<file path="src/rtl/fsm_seq_decoder_if.sv">
// Code-stream bus between the sequence FSM observer and its consumer.
// The master drives the sampled code stream; the slave (decoder) returns the status.
interface fsm_seq_decoder_if #(
    parameter int unsigned BITS  = 8,
    parameter int unsigned ERR_W = 8
);
    logic             code_valid;
    logic [2:0]       code;
    logic             err_clr;
    logic             a_valid;
    logic             a_out;
    logic [BITS-1:0]  a_shift;
    logic             locked;
    logic             err_pulse;
    logic [ERR_W-1:0] err_cnt;

    modport master (
        output code_valid, code, err_clr,
        input  a_valid, a_out, a_shift, locked, err_pulse, err_cnt
    );

    modport slave (
        input  code_valid, code, err_clr,
        output a_valid, a_out, a_shift, locked, err_pulse, err_cnt
    );
endinterface

</file>
<file path="src/rtl/fsm_seq_decoder.sv">
// Observer for the 3-bit state-code stream of the a-driven sequence FSM:
// checks every transition, recovers 'a' from branch points, tracks lock and errors.
module fsm_seq_decoder #(
    parameter int unsigned LOCK_CNT = 3,
    parameter int unsigned BITS     = 8,
    parameter int unsigned ERR_W    = 8
) (
    input  logic             clk,
    input  logic             reset,
    fsm_seq_decoder_if.slave bus
);
    localparam int unsigned CNT_W = (LOCK_CNT < 2) ? 1 : $clog2(LOCK_CNT + 1);

    localparam logic [2:0] C1 = 3'd1;
    localparam logic [2:0] C2 = 3'd2;
    localparam logic [2:0] C4 = 3'd4;
    localparam logic [2:0] C6 = 3'd6;
    localparam logic [2:0] C7 = 3'd7;

    typedef enum logic [0:0] {
        IDLE  = 1'b0,
        TRACK = 1'b1
    } state_e;

    state_e           state_q;
    logic [2:0]       prev_q;
    logic [CNT_W-1:0] good_q;
    logic             locked_q;
    logic             a_valid_q;
    logic             a_out_q;
    logic [BITS-1:0]  a_shift_q;
    logic             err_pulse_q;
    logic [ERR_W-1:0] err_cnt_q;

    logic             code_legal;
    logic             trans_ok;
    logic             has_a;
    logic             a_bit;
    logic             err_c;
    logic [CNT_W-1:0] good_d;

    // Transition table; branch sources 4 and 7 also yield the input bit.
    always_comb begin
        code_legal = 1'b0;
        trans_ok   = 1'b0;
        has_a      = 1'b0;
        a_bit      = 1'b0;
        case (bus.code)
            C1, C2, C4, C6, C7: code_legal = 1'b1;
            default:            code_legal = 1'b0;
        endcase
        case (prev_q)
            C2: trans_ok = (bus.code == C4);
            C6: trans_ok = (bus.code == C7);
            C1: trans_ok = (bus.code == C6);
            C4: begin
                has_a    = 1'b1;
                trans_ok = (bus.code == C1) || (bus.code == C6);
                a_bit    = (bus.code == C1);
            end
            C7: begin
                has_a    = 1'b1;
                trans_ok = (bus.code == C4) || (bus.code == C2);
                a_bit    = (bus.code == C4);
            end
            default: trans_ok = 1'b0;
        endcase
        err_c  = bus.code_valid && (!code_legal || ((state_q == TRACK) && !trans_ok));
        good_d = (good_q == CNT_W'(LOCK_CNT)) ? good_q : good_q + CNT_W'(1);
    end

    always_ff @(posedge clk or posedge reset) begin
        if (reset) begin
            state_q     <= IDLE;
            prev_q      <= 3'd0;
            good_q      <= '0;
            locked_q    <= 1'b0;
            a_valid_q   <= 1'b0;
            a_out_q     <= 1'b0;
            a_shift_q   <= '0;
            err_pulse_q <= 1'b0;
            err_cnt_q   <= '0;
        end else begin
            a_valid_q   <= 1'b0;
            err_pulse_q <= err_c;

            // A clear coinciding with an error leaves that error counted.
            if (err_c) begin
                if (bus.err_clr)
                    err_cnt_q <= ERR_W'(1);
                else if (err_cnt_q != '1)
                    err_cnt_q <= err_cnt_q + ERR_W'(1);
            end else if (bus.err_clr) begin
                err_cnt_q <= '0;
            end

            if (bus.code_valid) begin
                case (state_q)
                    IDLE: begin
                        if (code_legal) begin
                            prev_q  <= bus.code;
                            state_q <= TRACK;
                        end
                    end
                    TRACK: begin
                        if (!code_legal) begin
                            state_q  <= IDLE;
                            good_q   <= '0;
                            locked_q <= 1'b0;
                        end else if (trans_ok) begin
                            prev_q   <= bus.code;
                            good_q   <= good_d;
                            locked_q <= (good_d == CNT_W'(LOCK_CNT));
                            if (has_a) begin
                                a_valid_q <= 1'b1;
                                a_out_q   <= a_bit;
                                a_shift_q <= {a_shift_q[BITS-2:0], a_bit};
                            end
                        end else begin
                            // Legal code on an illegal edge: resync on it.
                            prev_q   <= bus.code;
                            good_q   <= '0;
                            locked_q <= 1'b0;
                        end
                    end
                    default: state_q <= IDLE;
                endcase
            end
        end
    end

    assign bus.a_valid   = a_valid_q;
    assign bus.a_out     = a_out_q;
    assign bus.a_shift   = a_shift_q;
    assign bus.locked    = locked_q;
    assign bus.err_pulse = err_pulse_q;
    assign bus.err_cnt   = err_cnt_q;
endmodule

</file>
<file path="src/flat_wrapper.sv">
// flat-port wrapper written by rule: the top's interface ports become plain ports
module fsm_seq_decoder_flat 
#(
    parameter int unsigned LOCK_CNT = 3,
    parameter int unsigned BITS     = 8,
    parameter int unsigned ERR_W    = 8
)
  (clk, reset, bus_code_valid, bus_code, bus_err_clr, bus_a_valid, bus_a_out, bus_a_shift, bus_locked, bus_err_pulse, bus_err_cnt);
  fsm_seq_decoder_if #(.BITS(BITS), .ERR_W(ERR_W)) bus_i ();
  input  logic clk;
  input  logic reset;
  input wire logic [$bits(bus_i.code_valid)-1:0] bus_code_valid;
  input wire logic [$bits(bus_i.code)-1:0] bus_code;
  input wire logic [$bits(bus_i.err_clr)-1:0] bus_err_clr;
  output wire logic [$bits(bus_i.a_valid)-1:0] bus_a_valid;
  output wire logic [$bits(bus_i.a_out)-1:0] bus_a_out;
  output wire logic [$bits(bus_i.a_shift)-1:0] bus_a_shift;
  output wire logic [$bits(bus_i.locked)-1:0] bus_locked;
  output wire logic [$bits(bus_i.err_pulse)-1:0] bus_err_pulse;
  output wire logic [$bits(bus_i.err_cnt)-1:0] bus_err_cnt;
  assign bus_i.code_valid = bus_code_valid;
  assign bus_i.code = bus_code;
  assign bus_i.err_clr = bus_err_clr;
  assign bus_a_valid = bus_i.a_valid;
  assign bus_a_out = bus_i.a_out;
  assign bus_a_shift = bus_i.a_shift;
  assign bus_locked = bus_i.locked;
  assign bus_err_pulse = bus_i.err_pulse;
  assign bus_err_cnt = bus_i.err_cnt;
  fsm_seq_decoder #(.LOCK_CNT(LOCK_CNT), .BITS(BITS), .ERR_W(ERR_W)) u_core (.clk(clk), .reset(reset), .bus(bus_i));
endmodule
</file>
<file path="config.mk">
export PLATFORM = sky130hd
export DESIGN_NAME = fsm_seq_decoder_flat
export DESIGN_NICKNAME = d
export VERILOG_FILES = /design/src/rtl/fsm_seq_decoder_if.sv /design/src/rtl/fsm_seq_decoder.sv /design/src/flat_wrapper.sv
export SDC_FILE = /design/constraint.sdc
export NUM_CORES = 1
export LEC_CHECK = 0
export ABC_CLOCK_PERIOD_IN_PS = 4500
export BUFFER_PORTS_ARGS = -buffer_cell sky130_fd_sc_hd__buf_2
export CORE_ASPECT_RATIO = 0.7
export CORE_UTILIZATION = 32
export DETAILED_ROUTE_END_ITERATION = 16
export PLACE_DENSITY = 0.52
export SETUP_SLACK_MARGIN = 0.4
export SLEW_MARGIN = 10
export SYNTH_ARGS = -nofsm -noshare
export SYNTH_HDL_FRONTEND = slang
export SYNTH_SLANG_ARGS = --single-unit
</file>
<file path="constraint.sdc">
create_clock -name clk -period 4.5 [get_ports clk]
set_clock_uncertainty 0.1 [all_clocks]
set_input_delay 1.35 -clock clk [delete_from_list [all_inputs] [get_ports clk]]
set_output_delay 1.35 -clock clk [all_outputs]
set_load 0.1 [all_outputs]
</file>
==> results.tsv, run 1 <==
stage	metric	value	unit
run_status	outcome	finished, final reports clean	
worst_setup_path	crit path kind	primary input to flop	
timing	final setup violation count	0	
timing	worst slew pin tran	940	ps
global_route	initial antenna violation count	0	
route	Vias	998	
job	max-cap check violation count	0	
floorplanning	core box area	3950	um2
yosys	mapped cell area	1330	um2
timing	final hold violations	0	
global_route	vias in the first global route	928	
worst_setup_path	type of origin of the critical path	primary input	
yosys	Async SR Flop Fraction	100	%
yosys	largest family of logic cells by synthesized area	simple AND/OR/NAND/NOR gates	
floorplanning	die width	79.1	um
yosys	top-count cell post-synth	dfrtp_1	
worst_setup_path	Crit path arrival time	3430	ps
route	final wirelength	2700	um
timing	RSZ-0062 raised after global routing	no	
pwr	total power	0.507	mW
layout	filler cell count	412	
clock_network	hold buffer count at cts	0	
global_route	total congestion overflow	0	
timing	Tmin final	3370	ps
clock_network	Longest Clk Path Bufs	2	
worst_setup_path	CP Data Required Time	4560	ps
yosys	Yosys reg bits	25	
clock_network	total CTS buffers	3	
pwr	Leakage	0.694	nW
layout	cell area after layout	1500	um2
global_route	GRT Overall Usage	13.7	%
route	number of vias per cell	5.14	
layout	synthesis-to-layout area growth	12.8	%
yosys	complex-gate fraction of the synthesized area	14.9	%
yosys	Primary FF master, synth	dfrtp_1	
pwr	Peak VDD IR	0.149	mV
clock_network	clock slew at reported path FFs	90	ps
clock_network	post_cts resized	0	
timing	Max Slew Vio Count	0	
worst_setup_path	Worst Path Max Fanout	10	
timing	fmax	0.297	GHz
timing	setup TNS	0	ps
yosys	synth top area cells	dfrtp_1 47%, mux2_4 9.0%, buf_6 3.4%	
clock_network	setup bufs post-CTS	0	
placement	DP Area	1450	um2
floorplanning	total die area	4420	um2
pwr	Pwr per Cell Area	338	nW/um2
clock_network	Root Buffer	clkbuf_8	
yosys	Synth cell types	41	
yosys	top-area cell type share of the netlist area	47.0	%
hold_path	Hold WC Path Type	flop to flop	
route	DR iter-0 viols	74	
floorplanning	Die Ht	55.9	um
yosys	sequential share of the synthesized area	47.0	%
floorplanning	row cnt	19	
yosys	Synth Area in XOR/XNOR	1.98	%
layout	layout cells sized above 1	30.3	%
yosys	Synth top cells by count	25 x dfrtp_1, 8 x a21oi_1, 8 x mux2_4	
yosys	Post-Syn Nets	129	
worst_setup_path	R2R Setup Slk	1830	ps
placement	gp weighted congestion	0.813	
yosys	area leader, netlist	dfrtp_1	
clock_network	clk sink count	25	
floorplanning	starting density of the core	33.7	%
global_route	wire length of the first global-routing pass	4620	um
yosys	Synth Area in Simple Gates	15.9	%
route	Pre-antenna DRT Iters	4	
timing	crit share post-route	74.8	%
layout	nets@finish	151	
yosys	warning count from the yosys run	0	
placement	PortBufs	26	
yosys	Synth Area in Adders	0.941	%
floorplanning	I/O Pins	27	
clock_network	Clk Latency, worst-skew pair	270	ps
yosys	post-synthesis mux area share	12.3	%
global_route	largest net degree at the start of global routing	26	
layout	antenna cell count	0	
clock_network	Clock H-tree levels	1	
placement	dpl hpwl	1990	um
layout	multi-input logic area	612	um2
route	Antenna Nets Post-Route	0	
yosys	Cells after Synth	121	
route	Wirelength per Cell	13.9	um
route	DRC	0	
yosys	Synth Area per Inst	11.0	um2
layout	Seq. cell area	626	um2
clock_network	CTS tree	built	
timing	worst rel slew slack	37.3	%
yosys	Post-synth EDFFs	0	
worst_setup_path	CP Capture Type	flop	
## kinds of logic (layout without fill, tap and decap cells)
family,after synthesis,count (layout)
and+or+nand+nor,37,37
AOI/OAI and AO/OA,29,29
DFF,25,25
buffers and inverters,14,35
muxes,12,12
xor gates and xnor gates,3,3
adders and majority gates,1,1
## area by class of cell
type / count / area share (%)
Tap cell: 52 / 4.34
Inverter: 5 / 1.25
Clock inverter: 1 / 0.500
Clock buffer: 3 / 2.75
Multi-Input combinational cell: 82 / 40.8
Timing Repair Buffer: 26 / 8.67
Sequential cell: 25 / 41.7
## where the power goes
part	switching (mW)	leakage [nW]	total (mW)	internal (mW)
Clock	0.0756	0.0217	0.138	0.0628
Sequential	0.0165	0.336	0.253	0.237
Combinational	0.0841	0.336	0.115	0.0309
Total	0.176	0.694	0.507	0.331
## state kept, by name, summed over array words and instances (netlist names)
name,flops
u_core.bus.a_shift,8
u_core.bus.err_cnt,8
u_core.prev_q,3
u_core.good_q,2
u_core.bus.a_valid,1
u_core.bus.err_pulse,1
u_core.bus.locked,1
u_core.state_q,1
## stage by stage
stage | hold slack (ps) | cells | util [%] | worst slack [ps]
2_1_floorplan | 388 | 121 | - | 1220
3_3_place_gp | 397 | 190 | 36.8 | 897
3_5_place_dp | 408 | 190 | 36.8 | 828
4_1_cts | 432 | 194 | 38.0 | 1130
5_1_grt | 440 | 194 | 38.0 | 1010
6_report | 423 | 194 | 38.0 | 1130
## critical path, cell delays in order
cell	delay, ps
buf_2	160
or3b_1	390
a211o_1	310
a211oi_2	320
and3_1	550
mux2_4	340
## path summary, 6_finish.rpt
| check | start | cells after the start | to |
|---|---|---|---|
| max | bus_code[1] | 6 | u_core.bus.a_shift[6] |
| min | u_core.bus.a_shift[7] | 1 | u_core.bus.a_shift[7] |
| max reg2reg | u_core.prev_q[1] | 5 | u_core.bus.a_shift[6] |
| min reg2reg | u_core.bus.a_shift[7] | 1 | u_core.bus.a_shift[7] |
| max in group asynchronous | reset | 2 | u_core.bus.a_shift[1] |
| min in group asynchronous | reset | 2 | u_core.bus.locked |
## cells in the final DEF, fill, tap and decap left out, drive strengths merged, types with 2 or more instances in the layout
master	count
o21ai	6
or4	2
nor3	3
xor2	2
a21oi	8
or3	4
a22o	3
a211oi	2
nor4b	2
nand3	5
nor2	5
buf	26
nand2	7
clkbuf	3
nand2b	3
inv	5
o31ai	2
mux2	11
dfrtp	25
## metal layers
layer	vias up	track usage, %	wire length (um)
li1	486	-	-
met1	481	21.5	1430
met2	25	17.0	1100
met3	6	3.77	129
met4	0	5.71	51
met5	-	0	0
(Power assumes the default switching activity.)
==> inputs of run 2 (changes only) <==
ABC_CLOCK_PERIOD_IN_PS = 3000   (was 4500)
PLACE_DENSITY = 0.54   (was 0.52)
clock period = 3 ns   (was 4.5 ns; I/O delays follow)
==> run 2 against run 1 <==
Effect of this change: sequential cell count unchanged; critical path type unchanged; clock power increased by 42%; cell count grew 4.1%; total power grew 52%; non-clock buffer count is 8 higher; hold slack worse by 8.0 ps; clock-buffer cell count stayed put; setup slack lost 710 ps; sequential power increased by 51%; routed wire length is 0.78% lower; sequential share of layout area fell by 3.6 points; via count up 3.4%.
==> results.tsv, run 2 (synthesized netlist as in run 1, its figures left out) <==
stage	metric	value	unit	change
run_status	outcome	finished, final reports clean		unchanged
clock_network	Root Buffer	clkbuf_8		unchanged
pwr	logic gate share of total power	24.7	%	was 22.7%
placement	gp weighted congestion	0.812		was 0.813
timing	worst slew pin tran	600	ps	was 940 ps
route	DRC	0		unchanged
route	Wirelength per Cell	13.3	um	was 13.9 um
global_route	initial antenna violation count	0		unchanged
timing	Max Slew Vio Count	0		unchanged
route	Antenna Nets Post-Route	0		unchanged
layout	nets@finish	159		was 151
hold_path	hold path start	u_core.bus.a_shift[7]		unchanged
route	final wirelength	2680	um	was 2700 um
route	number of vias per cell	5.11		was 5.14
clock_network	clk sink count	25		unchanged
worst_setup_path	Reg-to-Reg Start	u_core.prev_q[1]		unchanged
route	Pre-antenna DRT Iters	4		unchanged
global_route	wire length of the first global-routing pass	4230	um	was 4620 um
placement	PortBufs	26		unchanged
global_route	total congestion overflow	0		unchanged
floorplanning	die width	79.1	um	unchanged
floorplanning	Die Ht	55.9	um	unchanged
floorplanning	row cnt	19		unchanged
worst_setup_path	Worst Path Max Fanout	5		was 10
hold_path	Hold Path Stages	1		unchanged
job	max-cap check violation count	0		unchanged
pwr	switching share of total power	33.5	%	was 34.8%
clock_network	hold buffer count at cts	0		unchanged
global_route	GR Layer Usage met2	16.9	%	was 17.0%
layout	synthesis-to-layout area growth	24.0	%	was 12.8%
timing	setup TNS	0	ps	unchanged
clock_network	Longest Clk Path Bufs	2		unchanged
floorplanning	I/O Pins	27		unchanged
layout	layout cells sized above 1	39.3	%	was 30.3%
worst_setup_path	Crit path arrival time	2630	ps	was 3430 ps
worst_setup_path	type of origin of the critical path	primary input		unchanged
timing	crit share post-route	85.7	%	
placement	dpl hpwl	1910	um	was 1990 um
timing	Tmin final	2570	ps	
global_route	vias in the first global route	850		was 928
layout	most frequent cells in the layout	25 x buf_2, 23 x dfrtp_1, 8 x mux2_4		was 26 x buf_2, 25 x dfrtp_1, 8 x a21oi_1, 8 x mux2_4, 7 x nand2_1
pwr	NetSw	0.257	mW	was 0.176 mW
global_route	GRT Overall Usage	12.3	%	was 13.7%
timing	RSZ-0062 raised after global routing	yes		was no
pwr	Leakage	0.756	nW	was 0.694 nW
global_route	GRT Max-Usage Layer	met1		unchanged
timing	fmax	0.389	GHz	
worst_setup_path	crit path kind	primary input to flop		unchanged
clock_network	clock slew at reported path FFs	80	ps	was 90 ps
clock_network	Clk Latency, worst-skew pair	260	ps	was 270 ps
clock_network	Clock H-tree levels	1		unchanged
worst_setup_path	CP Data Required Time	3060	ps	was 4560 ps
floorplanning	starting density of the core	33.7	%	unchanged
hold_path	Endpoint, Worst Hold	u_core.bus.a_shift[7]		unchanged
pwr	clock group share of total power	25.5	%	was 27.3%
layout	commonest non-fill, non-tap cell in the layout	buf_2		unchanged
timing	final setup violation count	0		unchanged
layout	antenna cell count	0		unchanged
clock_network	CTS tree	built		unchanged
global_route	grt met3 use	4.10	%	was 3.77%
worst_setup_path	R2R Setup Slk	620	ps	was 1830 ps
pwr	Peak VDD IR	0.188	mV	was 0.149 mV
clock_network	total CTS buffers	3		unchanged
worst_setup_path	CP Capture Type	flop		unchanged
hold_path	Hold WC Path Type	flop to flop		unchanged
global_route	met1 Use GR	18.7	%	was 21.5%
floorplanning	core box area	3950	um2	unchanged
pwr	sequential share of power	49.8	%	was 50.0%
route	DR iter-0 viols	35		was 74
floorplanning	total die area	4420	um2	unchanged
timing	final hold violations	0		unchanged
route	Vias	1032		was 998
worst_setup_path	Worst Reg-to-Reg Cells	6		was 5
pwr	Pwr per Cell Area	466	nW/um2	was 338 nW/um2
pwr	Pint	0.511	mW	was 0.331 mW
timing	worst rel slew slack	60.0	%	was 37.3%
worst_setup_path	FF-to-FF End	u_core.bus.a_shift[1]		was u_core.bus.a_shift[6]
global_route	largest net degree at the start of global routing	17		was 26
pwr	total power	0.769	mW	was 0.507 mW
[run 2: through the flow]
step                      area [um2]  setup slack [ps]  cells  hold slack (ps)  util (%)
after floorplan                 1350               231    121              388         -
after global placement          1500               178    194              399      38.1
after detailed placement        1500               141    194              395      38.1
after CTS                       1550               435    198              420      39.3
after global routing            1650               359    202              445      41.8
final                           1650               428    202              415      41.8
[run 2: what timing repair did]
action / CTS / global route
setup buffers: 0 / 2
endpoints found under the setup margin: 0 / 11
resized for setup: 0 / 9
[run 2: final cells by class]
| class | instances | area [um2] |
|---|---|---|
| fillers | 409 | 2300 |
| multi-input cells | 82 | 638 |
| flip-flops and latches | 25 | 628 |
| repair buffers | 34 | 253 |
| well taps | 52 | 65.1 |
| clock buffers | 3 | 41.3 |
| inverters | 5 | 18.8 |
| clock inverters | 1 | 5.00 |
[run 2: worst max path at each step]
| stage | startpoint | endpoint | slack, ps | depth (start not counted) |
|---|---|---|---|---|
| floorplan | bus_code[1] | u_core.bus.a_shift[0] | 230 | 8 |
| global placement | bus_code[1] | u_core.bus.a_shift[7] | 180 | 8 |
| detailed placement | bus_code[1] | u_core.bus.a_shift[3] | 140 | 8 |
| CTS | bus_code[1] | u_core.bus.a_shift[3] | 430 | 8 |
| global route | bus_code[1] | u_core.bus.a_shift[1] | 360 | 7 |
| finish | bus_code[1] | u_core.bus.a_shift[1] | 430 | 7 |
[run 2: power groups by stage]
stage	clock [mW]	combinational, mW	sequential, mW
finish	0.196	0.190	0.383
global route	0.218	0.203	0.387
CTS	0.207	0.179	0.381
detailed placement	0	0.179	0.387
global placement	0	0.178	0.387
floorplan	0	0.103	0.440
[run 2: worst max-delay path, cell delays in order]
cell and delay [ps]:
buf_12 100, or3b_4 390, a211o_1 310, a211oi_2 240, and3_4 250, clkbuf_16 140, mux2_4 290
[run 2: layer usage]
layer,wire length [um],share of wire (%),up-vias
li1,-,-,501
met1,1360,51,504
met2,1150,43,25
met3,153,5.7,2
met4,12,0.45,0
met5,0,0,-
==> inputs of run 3 (changes only) <==
PLACE_DENSITY = default   (was 0.54)
PLACE_DENSITY_LB_ADDON = 0.25   (was default)
==> run 3 against run 2 <==
Effect of this change: critical path type unchanged; sequential share of layout area up 0.95 points; critical path depth unchanged; fmax down 1.6%; largest cell class unchanged; clock-buffer cell count unchanged; cell count down 0.50%; routed wire length down 0.30%.
==> results.tsv, run 3 (synthesized netlist as in run 1, its figures left out) <==
stage	metric	value	unit	change
placement	dpl hpwl	1980	um	was 1910 um
layout	commonest non-fill, non-tap cell in the layout	buf_2		unchanged
timing	worst slew pin tran	511	ps	was 600 ps
pwr	NetSw	0.269	mW	was 0.257 mW
run_status	outcome	finished, final reports clean		unchanged
layout	synthesis-to-layout area growth	21.0	%	was 24.0%
floorplanning	starting density of the core	33.7	%	unchanged
worst_setup_path	type of origin of the critical path	primary input		unchanged
pwr	sequential share of power	49.2	%	was 49.8%
layout	multi-input logic area	651	um2	was 638 um2
global_route	vias in the first global route	917		was 850
global_route	GRT Overall Usage	12.8	%	was 12.3%
layout	most frequent cells in the layout	25 x buf_2, 23 x dfrtp_1, 8 x mux2_4		unchanged
route	Wirelength per Cell	13.3	um	about the same
placement	dpl cells	195		was 194
worst_setup_path	Crit path arrival time	2670	ps	was 2630 ps
floorplanning	total die area	4420	um2	unchanged
pwr	Pwr per Cell Area	484	nW/um2	was 466 nW/um2
global_route	grt met3 use	4.59	%	was 4.10%
placement	PortBufs	26		unchanged
layout	Seq. cell area	628	um2	unchanged
pwr	Leakage	0.733	nW	was 0.756 nW
floorplanning	Die Ht	55.9	um	unchanged
pwr	logic gate share of total power	24.4	%	was 24.7%
global_route	total congestion overflow	0		unchanged
layout	layout cells sized above 1	39.6	%	was 39.3%
clock_network	clk sink count	25		unchanged
pwr	switching share of total power	34.5	%	was 33.5%
floorplanning	row cnt	19		unchanged
global_route	initial antenna violation count	0		unchanged
clock_network	Longest Clk Path Bufs	2		unchanged
placement	gp weighted congestion	0.755		was 0.812
worst_setup_path	CP Capture Type	flop		unchanged
layout	Final Non-Filler Cells	201		was 202
hold_path	Hold WC Path Type	flop to flop		unchanged
clock_network	Clk Latency, worst-skew pair	270	ps	was 260 ps
timing	Tmin final	2610	ps	was 2570 ps
clock_network	Clock H-tree levels	1		unchanged
timing	worst rel slew slack	65.9	%	was 60.0%
worst_setup_path	Worst Path Max Fanout	10		was 5
timing	final setup violation count	0		unchanged
clock_network	CTS tree	built		unchanged
global_route	largest net degree at the start of global routing	16		was 17
global_route	met1 Use GR	19.1	%	was 18.7%
layout	nets@finish	158		was 159
pwr	Peak VDD IR	0.241	mV	was 0.188 mV
timing	final hold violations	0		unchanged
clock_network	clock slew at reported path FFs	90	ps	was 80 ps
global_route	GR Layer Usage met2	17.7	%	was 16.9%
worst_setup_path	CP Data Required Time	3060	ps	about the same
floorplanning	die width	79.1	um	unchanged
pwr	clock group share of total power	26.3	%	was 25.5%
clock_network	total CTS buffers	3		unchanged
floorplanning	core box area	3950	um2	unchanged
clock_network	Root Buffer	clkbuf_8		unchanged
floorplanning	I/O Pins	27		unchanged
route	Antenna Nets Post-Route	0		unchanged
timing	setup TNS	0	ps	unchanged
timing	fmax	0.383	GHz	was 0.389 GHz
global_route	wire length of the first global-routing pass	4400	um	was 4230 um
pwr	Pint	0.510	mW	was 0.511 mW
timing	crit share post-route	87.1	%	was 85.7%
timing	Max Slew Vio Count	0		unchanged
route	DRC	0		unchanged
layout	filler cell count	408		was 409
timing	RSZ-0062 raised after global routing	yes		unchanged
clock_network	hold buffer count at cts	0		unchanged
worst_setup_path	crit path kind	primary input to flop		unchanged
route	DR iter-0 viols	28		was 35
layout	antenna cell count	0		unchanged
job	max-cap check violation count	0		unchanged
route	Vias	1019		was 1032
global_route	GRT Max-Usage Layer	met1		unchanged
route	number of vias per cell	5.07		was 5.11
route	final wirelength	2670	um	was 2680 um
route	Pre-antenna DRT Iters	4		unchanged
timing	Hold Slack	405	ps	was 415 ps
-- run 3: path summary, 6_finish.rpt --
kind / cells past startpoint / slack, ps / startpoint / to
worst max register to register: 6 / 620 / u_core.prev_q[1] / u_core.bus.a_shift[0]
worst max-delay path: 7 / 390 / bus_code[1] / u_core.bus.a_shift[0]
min in group asynchronous: 2 / 540 / reset / u_core.bus.err_pulse
worst min register to register: 1 / 410 / u_core.bus.locked / u_core.bus.locked
max in group asynchronous: 3 / 1690 / reset / u_core.bus.err_cnt[0]
worst min-delay path: 1 / 410 / u_core.bus.locked / u_core.bus.locked
-- run 3: final cells by class --
class / instances / share of cell area, %
multi-input combinational: 82 / 40.4
sequential: 25 / 39.0
timing repair buffer: 33 / 12.3
tap: 52 / 4.04
clock buffer: 3 / 2.57
inverter: 5 / 1.17
clock inverter: 1 / 0.467
-- run 3: stage by stage --
stage / util, % / setup slack, ps / total power [mW] / instance area (um2)
after floorplan: - / 231 / 0.543 / 1350
after global placement: 38.3 / 180 / 0.565 / 1510
after detailed placement: 38.3 / 48.2 / 0.569 / 1510
after CTS: 39.8 / 402 / 0.777 / 1570
after global routing: 40.8 / 362 / 0.821 / 1610
final: 40.8 / 387 / 0.779 / 1610
-- run 3: layer usage --
layer  share of wire (%)  up-vias
met2                  40       29
met4                0.30        0
met1                  53      487
met3                 5.8        2
met5                   0        -
li1                    -      501
-- run 3: power by group through the flow --
| stage | registers [mW] | logic [mW] | clock network (mW) |
|---|---|---|---|
| final | 0.383 | 0.190 | 0.205 |
| after global routing | 0.387 | 0.203 | 0.231 |
| after CTS | 0.382 | 0.183 | 0.212 |
| after detailed placement | 0.387 | 0.181 | 0 |
| after global placement | 0.386 | 0.179 | 0 |
| after floorplan | 0.440 | 0.103 | 0 |
-- run 3: what timing repair did --
item                                    CTS  global route
endpoints found under the setup margin    8            12
pin swaps                                 0             4
buffers inserted                          0             2
gates resized for setup                   2             5
-- run 3: critical path: stages --
cell and delay [ps]:
clkbuf_4 160, or3b_4 400, a211o_1 270, a211oi_2 270, and3_4 240, buf_12 130, mux2_4 300
